<file path="config.mk">
export PLATFORM = sky130hd
export DESIGN_NAME = spfp_addsub_arbiter
export DESIGN_NICKNAME = d
export VERILOG_FILES = /design/src/rtl/spfp_addsub_arbiter.sv
export SDC_FILE = /design/constraint.sdc
export NUM_CORES = 1
export LEC_CHECK = 0
export CORE_MARGIN = 2
export CORE_UTILIZATION = 40
export CTS_BUF_LIST = sky130_fd_sc_hd__clkbuf_4
export CTS_CLUSTER_DIAMETER = 80
export DETAILED_ROUTE_END_ITERATION = 16
export PLACE_DENSITY = 0.83
export SYNTH_ARGS = -nofsm -noshare
export SYNTH_HDL_FRONTEND = slang
export SYNTH_SLANG_ARGS = --single-unit
</file>
<file path="constraint.sdc">
create_clock -name clk -period 2.86 [get_ports clk]
set_input_delay 0.429 -clock clk [delete_from_list [all_inputs] [get_ports clk]]
set_output_delay 0.429 -clock clk [all_outputs]
set_load 0.02 [all_outputs]
</file>
<file path="src/rtl/spfp_addsub_arbiter.sv">
// rtl/spfp_addsub_arbiter.sv - two-requester arbiter/sequencer for the shared SPFP add/sub datapath
// Optional SPFP_ARB_RR_EN selects round-robin arbitration; default build is fixed priority (requester 0 wins).
module spfp_addsub_arbiter #(
    parameter int unsigned ADDER_LAT = 1
) (
    input  logic        clk,
    input  logic        rst_n,
    input  logic        req0_valid,
    output logic        req0_ready,
    input  logic [31:0] req0_n1,
    input  logic [31:0] req0_n2,
    input  logic        req0_op,
    input  logic        req1_valid,
    output logic        req1_ready,
    input  logic [31:0] req1_n1,
    input  logic [31:0] req1_n2,
    input  logic        req1_op,
    output logic        rsp_valid,
    input  logic        rsp_ready,
    output logic        rsp_id,
    output logic [31:0] rsp_z,
    output logic [31:0] n1,
    output logic [31:0] n2,
    output logic        add_or_sub,
    input  logic [31:0] z,
    output logic        busy
);

    typedef enum logic [1:0] {
        IDLE = 2'd0,
        WAIT = 2'd1,
        RESP = 2'd2
    } state_t;

    state_t     state;
    logic [3:0] cnt;
    logic       gnt_id;
    logic       grant;

`ifdef SPFP_ARB_RR_EN
    // rr_ptr holds the ID preferred on the next tie, i.e. the one not granted last
    logic rr_ptr;

    always_comb begin
        gnt_id = 1'b0;
        if (req0_valid && req1_valid) begin
            gnt_id = rr_ptr;
        end else begin
            gnt_id = req1_valid;
        end
    end
`else
    always_comb begin
        gnt_id = 1'b0;
        gnt_id = !req0_valid;
    end
`endif

    assign req0_ready = (state == IDLE) && req0_valid && !gnt_id;
    assign req1_ready = (state == IDLE) && req1_valid && gnt_id;
    assign grant      = req0_ready || req1_ready;

    always_ff @(posedge clk or negedge rst_n) begin
        if (!rst_n) begin
            state      <= IDLE;
            cnt        <= 4'd0;
            n1         <= 32'd0;
            n2         <= 32'd0;
            add_or_sub <= 1'b0;
            rsp_id     <= 1'b0;
            rsp_z      <= 32'd0;
            rsp_valid  <= 1'b0;
            busy       <= 1'b0;
`ifdef SPFP_ARB_RR_EN
            rr_ptr     <= 1'b0;
`endif
        end else begin
            case (state)
                IDLE: begin
                    if (grant) begin
                        n1         <= gnt_id ? req1_n1 : req0_n1;
                        n2         <= gnt_id ? req1_n2 : req0_n2;
                        add_or_sub <= gnt_id ? req1_op : req0_op;
                        rsp_id     <= gnt_id;
                        cnt        <= 4'(ADDER_LAT);
                        busy       <= 1'b1;
                        state      <= WAIT;
`ifdef SPFP_ARB_RR_EN
                        rr_ptr     <= !gnt_id;
`endif
                    end
                end
                WAIT: begin
                    cnt <= cnt - 4'd1;
                    if (cnt == 4'd1) begin
                        rsp_z     <= z;
                        rsp_valid <= 1'b1;
                        state     <= RESP;
                    end
                end
                RESP: begin
                    // operands stay on n1/n2 so the datapath output remains stable
                    if (rsp_ready) begin
                        rsp_valid <= 1'b0;
                        busy      <= 1'b0;
                        state     <= IDLE;
                    end
                end
                default: begin
                    state     <= IDLE;
                    rsp_valid <= 1'b0;
                    busy      <= 1'b0;
                end
            endcase
        end
    end

endmodule

</file>
---- After elaboration in Yosys (flattened, before gate mapping) ----
Index checks and enable logic that the tools add are counted.
word-level totals
  logic and storage cells ................. 46
  bits in read-only memories .............. 0
  input bits .............................. 167
  latch bits .............................. 0
  memories ................................ 0
  bits in registers ....................... 106
  output and inout port bits .............. 102
  memory bits (writable) .................. 0
cells by class
  eq/ne operators ......................... 6
  shift operators ......................... 0
  $lt $le $gt $ge ......................... 0
  multiply operators ...................... 0
  muxes and demuxes ....................... 14
  bitwise logic cells ..................... 2
  add/sub/neg operators ................... 1
  divide/modulo/power cells ............... 0
  reductions and logical operators ........ 14
operators with widths
  cell                                                                   number
  32-bit two-way mux                                                     2
  3-bit AND reduction                                                    3
  4-bit case mux with 2 select lines                                     1
  2-bit two-way mux                                                      3
  2-bit != test, second input constant                                   3
  1-bit case mux with 3 select lines                                     2
  2-bit case mux with 3 select lines                                     1
  2-bit AND reduction                                                    3
  4-bit by 1-bit equality test with 1-bit output, second input constant  1
  1-bit logical AND                                                      4
  1-bit two-way mux                                                      4
  4-bit two-way mux                                                      1
  4-bit by 1-bit subtractor with 4-bit output, second input constant     1
  2-bit by 1-bit equality test with 1-bit output, second input constant  1
  2-bit equality test, second input constant                             1
  2-bit zero test                                                        1
  1-bit NOT                                                              2
  2-bit nonzero test                                                     1
  1-bit zero test                                                        1
  1-bit logical OR                                                       1

---- Longest topological paths before layout ----
Gate-level depths: netlist of the first run.
  depth in word-level cells ............... 6
  gate-level depth with buffers ........... 6
  gate-level depth less buffers ........... 5

---- Least setup slack after synthesis of the first run ----
OpenSTA, ideal clock, no wires.
  path kind ............................... register to output
  start point ............................. register state[1]
  end point ............................... output port req1_ready
  stages on the path, launching flop included .. 4
  slack ................................... 1.216 ns
  data arrival time ....................... 1.215 ns
  data required time ...................... 2.431 ns
  buffers on the path ..................... 1
  path through ............................ dfrtp_1 > or2_1 > buf_2 > nor3b_2
on the way
  longest elaborated chain between the ends .. 3
RTL lines
  element                          RTL line  RTL
  from (decl)                      35        state_t state;
  from (signal assigned)           65        state <= IDLE;
  from (signal assigned)           87        state <= WAIT;
  from (signal assigned)           98        state <= RESP;
  2-bit zero test                  60        assign req1_ready = (state == IDLE) && req1_valid && gnt_id;
  1-bit logical AND (2 in series)  60
  to (decl)                        14        output logic req1_ready,
No other way between the ends.

---- Worst setup path after layout of the first run ----
Ends and elaborated chain as after synthesis.

==> results.yml, run 1 <==
power:
  power_w: 0.00768
  p_leak_nw: 3.37
  swShare_pct: 39.4
  cellInternalPower_w: 0.00465
  pwr_density_cell_mw_per_mm2: 991
  seqPwrFrac_pct: 34.4
  peakVddDrop_v: 0.000468
  comb_power_share_pct: 56.6
  power_frac_clock_pct: 9.0
  p_sw_w: 0.00303
logic_synthesis:
  yosys_warnings: 0
  synthArstFlopShare_pct: 100
  ys_top_cells_by_area: "dfrtp_1 55%, mux2i_1 14%, o21ai_0 11%"
  synth_cells: 401
  synthFlopType: "dfrtp_1"
  yosys.area.top_type: "dfrtp_1"
  synth.avg_cell_area_sq_um: 12.0
  synth_seq_cells: 106
  synth_common_cells: "106 x dfrtp_1, 105 x o21ai_0, 66 x mux2i_1"
  yosysMostFrequentCell: "dfrtp_1"
  synth_nets: 570
  yosysSeqAreaShare_pct: 55.0
  syn_area_sq_mm: 0.00482
  synth_edf_count: 0
  synth_top_area_share_pct: 55.0
  synth_cell_types: 29
timing:
  relSlewSlack_pct: 54.7
  min_period_ns: 2.57
  rsz0062_at_grt: "no"
  setup_violations: 0
  fmax_mhz: 389
  slew_violations: 0
  period_share_pct: 89.8
  tightest_slew_ns: 0.680
  worst_slack_ns: 0.291
  finClkSkew_ns: 0.0213
  finalSetupTns_ns: 0
  hold_ws_ns: 0.466
  hold_viol: 0
final_layout:
  nFillCells: 940
  drive_gt1_share_pct: 9.65
  multi_input_area_sq_mm: 0.00199
  antenna_cells: 0
  fin_nets: 827
  postLayoutCellArea_sq_mm: 0.00775
  ff_latch_area_sq_mm: 0.00265
  area_growth_pct: 60.7
floorplanning:
  start_util_pct: 40.5
  core_sq_mm: 0.0119
  io_pins: 269
  die_area_sq_mm: 0.0129
  rows: 40
  die_w_um: 114
  die_h_um: 114
detailed_routing:
  wl_per_cell_um: 17.2
  route.vias.total: 4179
  viasPerCell: 5.16
  ant_nets: 0
  dr.pass1.iters: 4
  routed_wl_um: 13900
  drc_errors: 0
  first_iter_violations: 259
global_routing:
  grt_util_met1_pct: 25.8
  top_usage_layer: "met2"
  grt_max_degree: 68
  grt_pass1_wl_um: 22300
  use_met2_pct: 38.2
  grt_use_total_pct: 21.8
  gr-total-overflow: 0
  use_met3_pct: 5.53
  antenna_found_initial: 0
  grt_pass1_vias: 4370
placement:
  dp_hpwl_um: 10400
  portBuffers: 268
  routabilityCongestion: 0.763
  post-place-ws_ns: 0.508
  placement.cell_area_sq_mm: 0.00762
critical_path:
  crit_required_ns: 2.43
  crit_path_end_kind: "output pin"
  path_cells: "or2_2 > nor3b_2 > clkdlybuf4s50_1"
  crit_slowest_cell: "clkdlybuf4s50_1"
  crit_type: "reg -> out"
  max_stage_delay_ns: 0.67
  cp_data_arrival_time_ns: 2.14
  cp-start-kind: "register"
  critPathMaxFanout: 7
  r2r_setup_slack_ns: 0.95
clock_network:
  cts_tree: "done"
  cts_buffers: 9
  htree_levels: 3
  clk_path_buf_depth: 2
  cts_sinks: 106
  clk_latency_ns: 0.46
  root_buffer: "clkbuf_4"
  post_cts_buffers: 0
  path_clk_slew_ns: 0.16
run_status:
  outcome: "complete, no violations"
run:
  maxCapViolCount: 0
hold_path:
  hold_path.class: "in -> reg"
-- state kept, by name, summed over array words and instances, names as in the netlist --
signal,cells
rsp_valid,1
rsp_id,1
n2,32
busy,1
rsp_z,32
n1,32
state,2
add_or_sub,1
cnt,4
-- routing by layer --
layer / vias up / part of all wire, %
li1: 1944 / -
met1: 2014 / 40
met2: 198 / 50
met3: 23 / 7.2
met4: 0 / 2.4
met5: - / 0
-- worst paths after layout --
path	start	endpoint	cells past startpoint
setup / recovery	state[1]	req1_ready	3
hold / removal	req0_valid	rsp_id	3
setup reg to reg	cnt[0]	rsp_z[0]	5
hold reg to reg	rsp_id	rsp_id	1
max in group asynchronous	rst_n	n2[30]	3
min in group asynchronous	rst_n	rsp_z[10]	2
-- critical path, delay by kind of cell, from the launching register on --
family / cells / cell delay [ns]
buf+inv: 1 / 0.67
simple gates: 2 / 0.55
flops: 1 / 0.46
-- final cells by class --
class	instances	area share (%)
Timing Repair Buffer	278	36.0
Sequential cell	106	34.2
Multi-Input combinational cell	259	25.7
Tap cell	147	2.37
Clock buffer	13	1.26
Clock inverter	3	0.210
Inverter	4	0.194
-- stage by stage --
step,std cells,utilization [%]
4_1_cts,810,65.0
6_report,810,65.0
3_3_place_gp,793,64.0
5_1_grt,810,65.0
3_5_place_dp,793,64.0
2_1_floorplan,401,-
-- cells by family after synthesis --
| kind of cell | synth area share (%) |
|---|---|
| xor+xnor | 0.182 |
| buf+inv | 3.94 |
| mux | 23.4 |
| compound gates | 14.6 |
| simple gates | 2.36 |
| flops | 55.0 |
| fa+ha+maj | 0.519 |
-- what timing repair did --
item	in CTS	in global routing
gates resized for setup	0	0
hold buffers	1	0
endpoints found under the hold margin	50	0
-- cell usage in the layout, fill, tap and decap left out, drive strengths merged, types with 2 or more instances in the layout --
cell type,count
nand2,5
mux2,32
nor3b,2
clkdlybuf4s50,266
mux2i,66
dfrtp,106
clkinv,2
buf,11
ha,2
inv,4
clkbuf,13
nor2,7
o21ai,134
-- power by group through the flow --
stage | clock network, W | logic, W | registers, W
2_1_floorplan | 0 | 0.00143 | 0.00350
3_3_place_gp | 0 | 0.00428 | 0.00262
3_5_place_dp | 0 | 0.00437 | 0.00268
4_1_cts | 0.000727 | 0.00440 | 0.00264
5_1_grt | 0.000790 | 0.00465 | 0.00273
6_report | 0.000692 | 0.00434 | 0.00264
Note: power is estimated with default switching activity, not from simulation.
==> run 2, diff against run 1 <==
Settings changed: ABC_AREA from default to 1, ABC_CLOCK_PERIOD_IN_PS from default to 2860, CAP_MARGIN from default to 20.
==> run 2 against run 1 <==
Net effect:
- cell count is 25% higher
- via count grew 10%
- worst setup slack better by 0.19 ns
- critical path depth increased by 1
- die area rose by 1.0%
- register-to-register slack gained 0.12 ns
- clock skew down 0.0034 ns
- clock power increased by 10%
- largest power group unchanged
==> results.yml, run 2 <==
run_status:
  outcome: "complete, no violations"
global_routing:
  antenna_found_initial: 1
  grt_max_degree: 119
  gr-total-overflow: 0
  grt_pass1_wl_um: 21400
  grt_pass1_vias: 4425
  grt_use_total_pct: 20.8
power:
  peakVddDrop_v: 0.000455
  pwr_density_cell_mw_per_mm2: 991
  p_leak_nw: 3.70
logic_synthesis:
  yosys_warnings: 0
  yosys.area.top_type: "dfrtp_1"
  synth_common_cells: "242 x nand2_1, 106 x dfrtp_1, 105 x o21ai_0"
  ys_top_cells_by_area: "dfrtp_1 54%, nand2_1 19%, o21ai_0 11%"
  yosysSeqAreaShare_pct: 54.5
  synth_cell_types: 24
  synth_nets: 778
  synth_edf_count: 0
  synthFlopType: "dfrtp_1"
  synth_top_area_share_pct: 54.5
  syn_area_sq_mm: 0.00487
  synth_cells: 609
  yosysMostFrequentCell: "nand2_1"
  synth.avg_cell_area_sq_um: 8.00
  synthArstFlopShare_pct: 100
  synth_seq_cells: 106
critical_path:
  crit_path_start: "state[1]"
  ff2ff_path_depth: 6
  cp-start-kind: "register"
  crit_type: "reg -> out"
  crit-reg2reg-capture: "rsp_z[30]"
  r2r_setup_slack_ns: 1.07
  rr_startpoint: "cnt[1]"
  cp_data_arrival_time_ns: 1.95
  critPathMaxFanout: 5
  crit_path_end_kind: "output pin"
  crit_required_ns: 2.43
floorplanning:
  io_pins: 269
  start_util_pct: 40.7
  die_w_um: 114
  core_sq_mm: 0.0120
  die_area_sq_mm: 0.0131
  die_h_um: 114
  rows: 40
final_layout:
  layout_commonest_cell: "clkdlybuf4s50_1"
  postLayoutCellArea_sq_mm: 0.00775
  fin_nets: 1028
  nFillCells: 1019
  drive_gt1_share_pct: 4.05
  most-common-layout-cells: "266 x clkdlybuf4s50_1, 242 x nand2_1, 106 x dfrtp_1, 105 x o21ai_0, 72 x inv_1"
  fin_util_pct: 64.8
  area_growth_pct: 59.1
  reg_top3: "n1 (32), n2 (32), rsp_z (32)"
clock_network:
  root_buffer: "clkbuf_4"
  htree_levels: 3
  path_clk_slew_ns: 0.16
  cts_buffers: 9
  cts_resized: 0
  clk_path_buf_depth: 2
  clk_latency_ns: 0.45
  cts_sinks: 106
  cts_tree: "done"
  post_cts_buffers: 0
  ctsHoldBuffers: 0
timing:
  fmax_mhz: 421
  finClkSkew_ns: 0.0180
  relSlewSlack_pct: 51.8
  hold_viol: 0
  rsz0062_at_grt: "no"
  min_period_ns: 2.38
  tightest_slew_ns: 0.722
  setup_violations: 0
  period_share_pct: 83.1
  finalSetupTns_ns: 0
  slew_violations: 0
detailed_routing:
  wl_per_cell_um: 13.1
  first_iter_violations: 238
  ant_nets: 0
  routed_wl_um: 13300
  dr.pass1.iters: 4
  viasPerCell: 4.56
  drc_errors: 0
  route.vias.total: 4613
hold_path:
  hold_path.class: "in -> async"
placement:
  placement.cell_area_sq_mm: 0.00761
  dp_hpwl_um: 10000
  routabilityCongestion: 0.779
  portBuffers: 268
run:
  maxCapViolCount: 0
## run 2: cell count changes after synthesis, moves of 8 or more
cell      change
nand2_1     +238
clkbuf_1      -9
mux2_4       -28
inv_1        +68
mux2i_1      -66
o21ai_1       -8
## run 2: layout make-up
type	instances	area (sq um)	area share, %
Sequential cell	106	2650	34.2
Multi-Input combinational cell	394	1740	22.4
Tap cell	147	184	2.37
Timing Repair Buffer	274	2760	35.6
Inverter	74	278	3.58
Clock inverter	7	67.6	0.872
Clock buffer	9	67.6	0.872
Antenna cell	1	2.50	0.0323
## run 2: worst max path at each step
stage	to	slack (ns)	cells after the start
2_1_floorplan	req0_ready	1.18	4
3_3_place_gp	req1_ready	0.71	4
3_5_place_dp	req1_ready	0.69	4
4_1_cts	req1_ready	0.45	4
5_1_grt	req1_ready	0.36	4
6_report	req1_ready	0.48	4
## run 2: metal layers
layer  GRT usage [%]  routed length [um]  vias to the layer above
met4            9.02                 284                        0
met3            6.19                1290                       20
met1            24.5                5360                     2010
li1                -                   -                     2385
met2            35.2                6320                      198
met5               0                   0                        -
## run 2: worst max-delay path: stages (launching register included)
cell and delay [ns]:
dfrtp_1 0.50, nor2_2 0.21, nand3_1 0.12, inv_1 0.07
clkdlybuf4s50_1 0.59
## run 2: metrics by stage
stage               setup WS, ns  instances  hold WS [ns]  total power, W
finish                     0.484       1012       0.00290         0.00768
global route               0.364       1012        0.0216         0.00825
CTS                        0.450       1011       0.00158         0.00777
detailed placement         0.692        995         0.464         0.00699
global placement           0.715        995         0.461         0.00689
floorplan                   1.18        609         0.133         0.00496
## run 2: cells by family after synthesis
kind of cell / Yosys count / synth area share (%)
AO/OA/AOI/OAI: 135 / 14.4
XOR/XNOR: 1 / 0.180
adder cells (fa/ha/maj): 2 / 0.514
buffers and inverters: 109 / 10.0
flip-flops: 106 / 54.5
AND/OR/NAND/NOR: 256 / 20.4
## run 2: power by group
| part | internal, W | switching (W) | total (W) |
|---|---|---|---|
| Combinational | 0.00195 | 0.00230 | 0.00424 |
| Clock | 0.000267 | 0.000497 | 0.000763 |
| Sequential | 0.00225 | 0.000415 | 0.00267 |
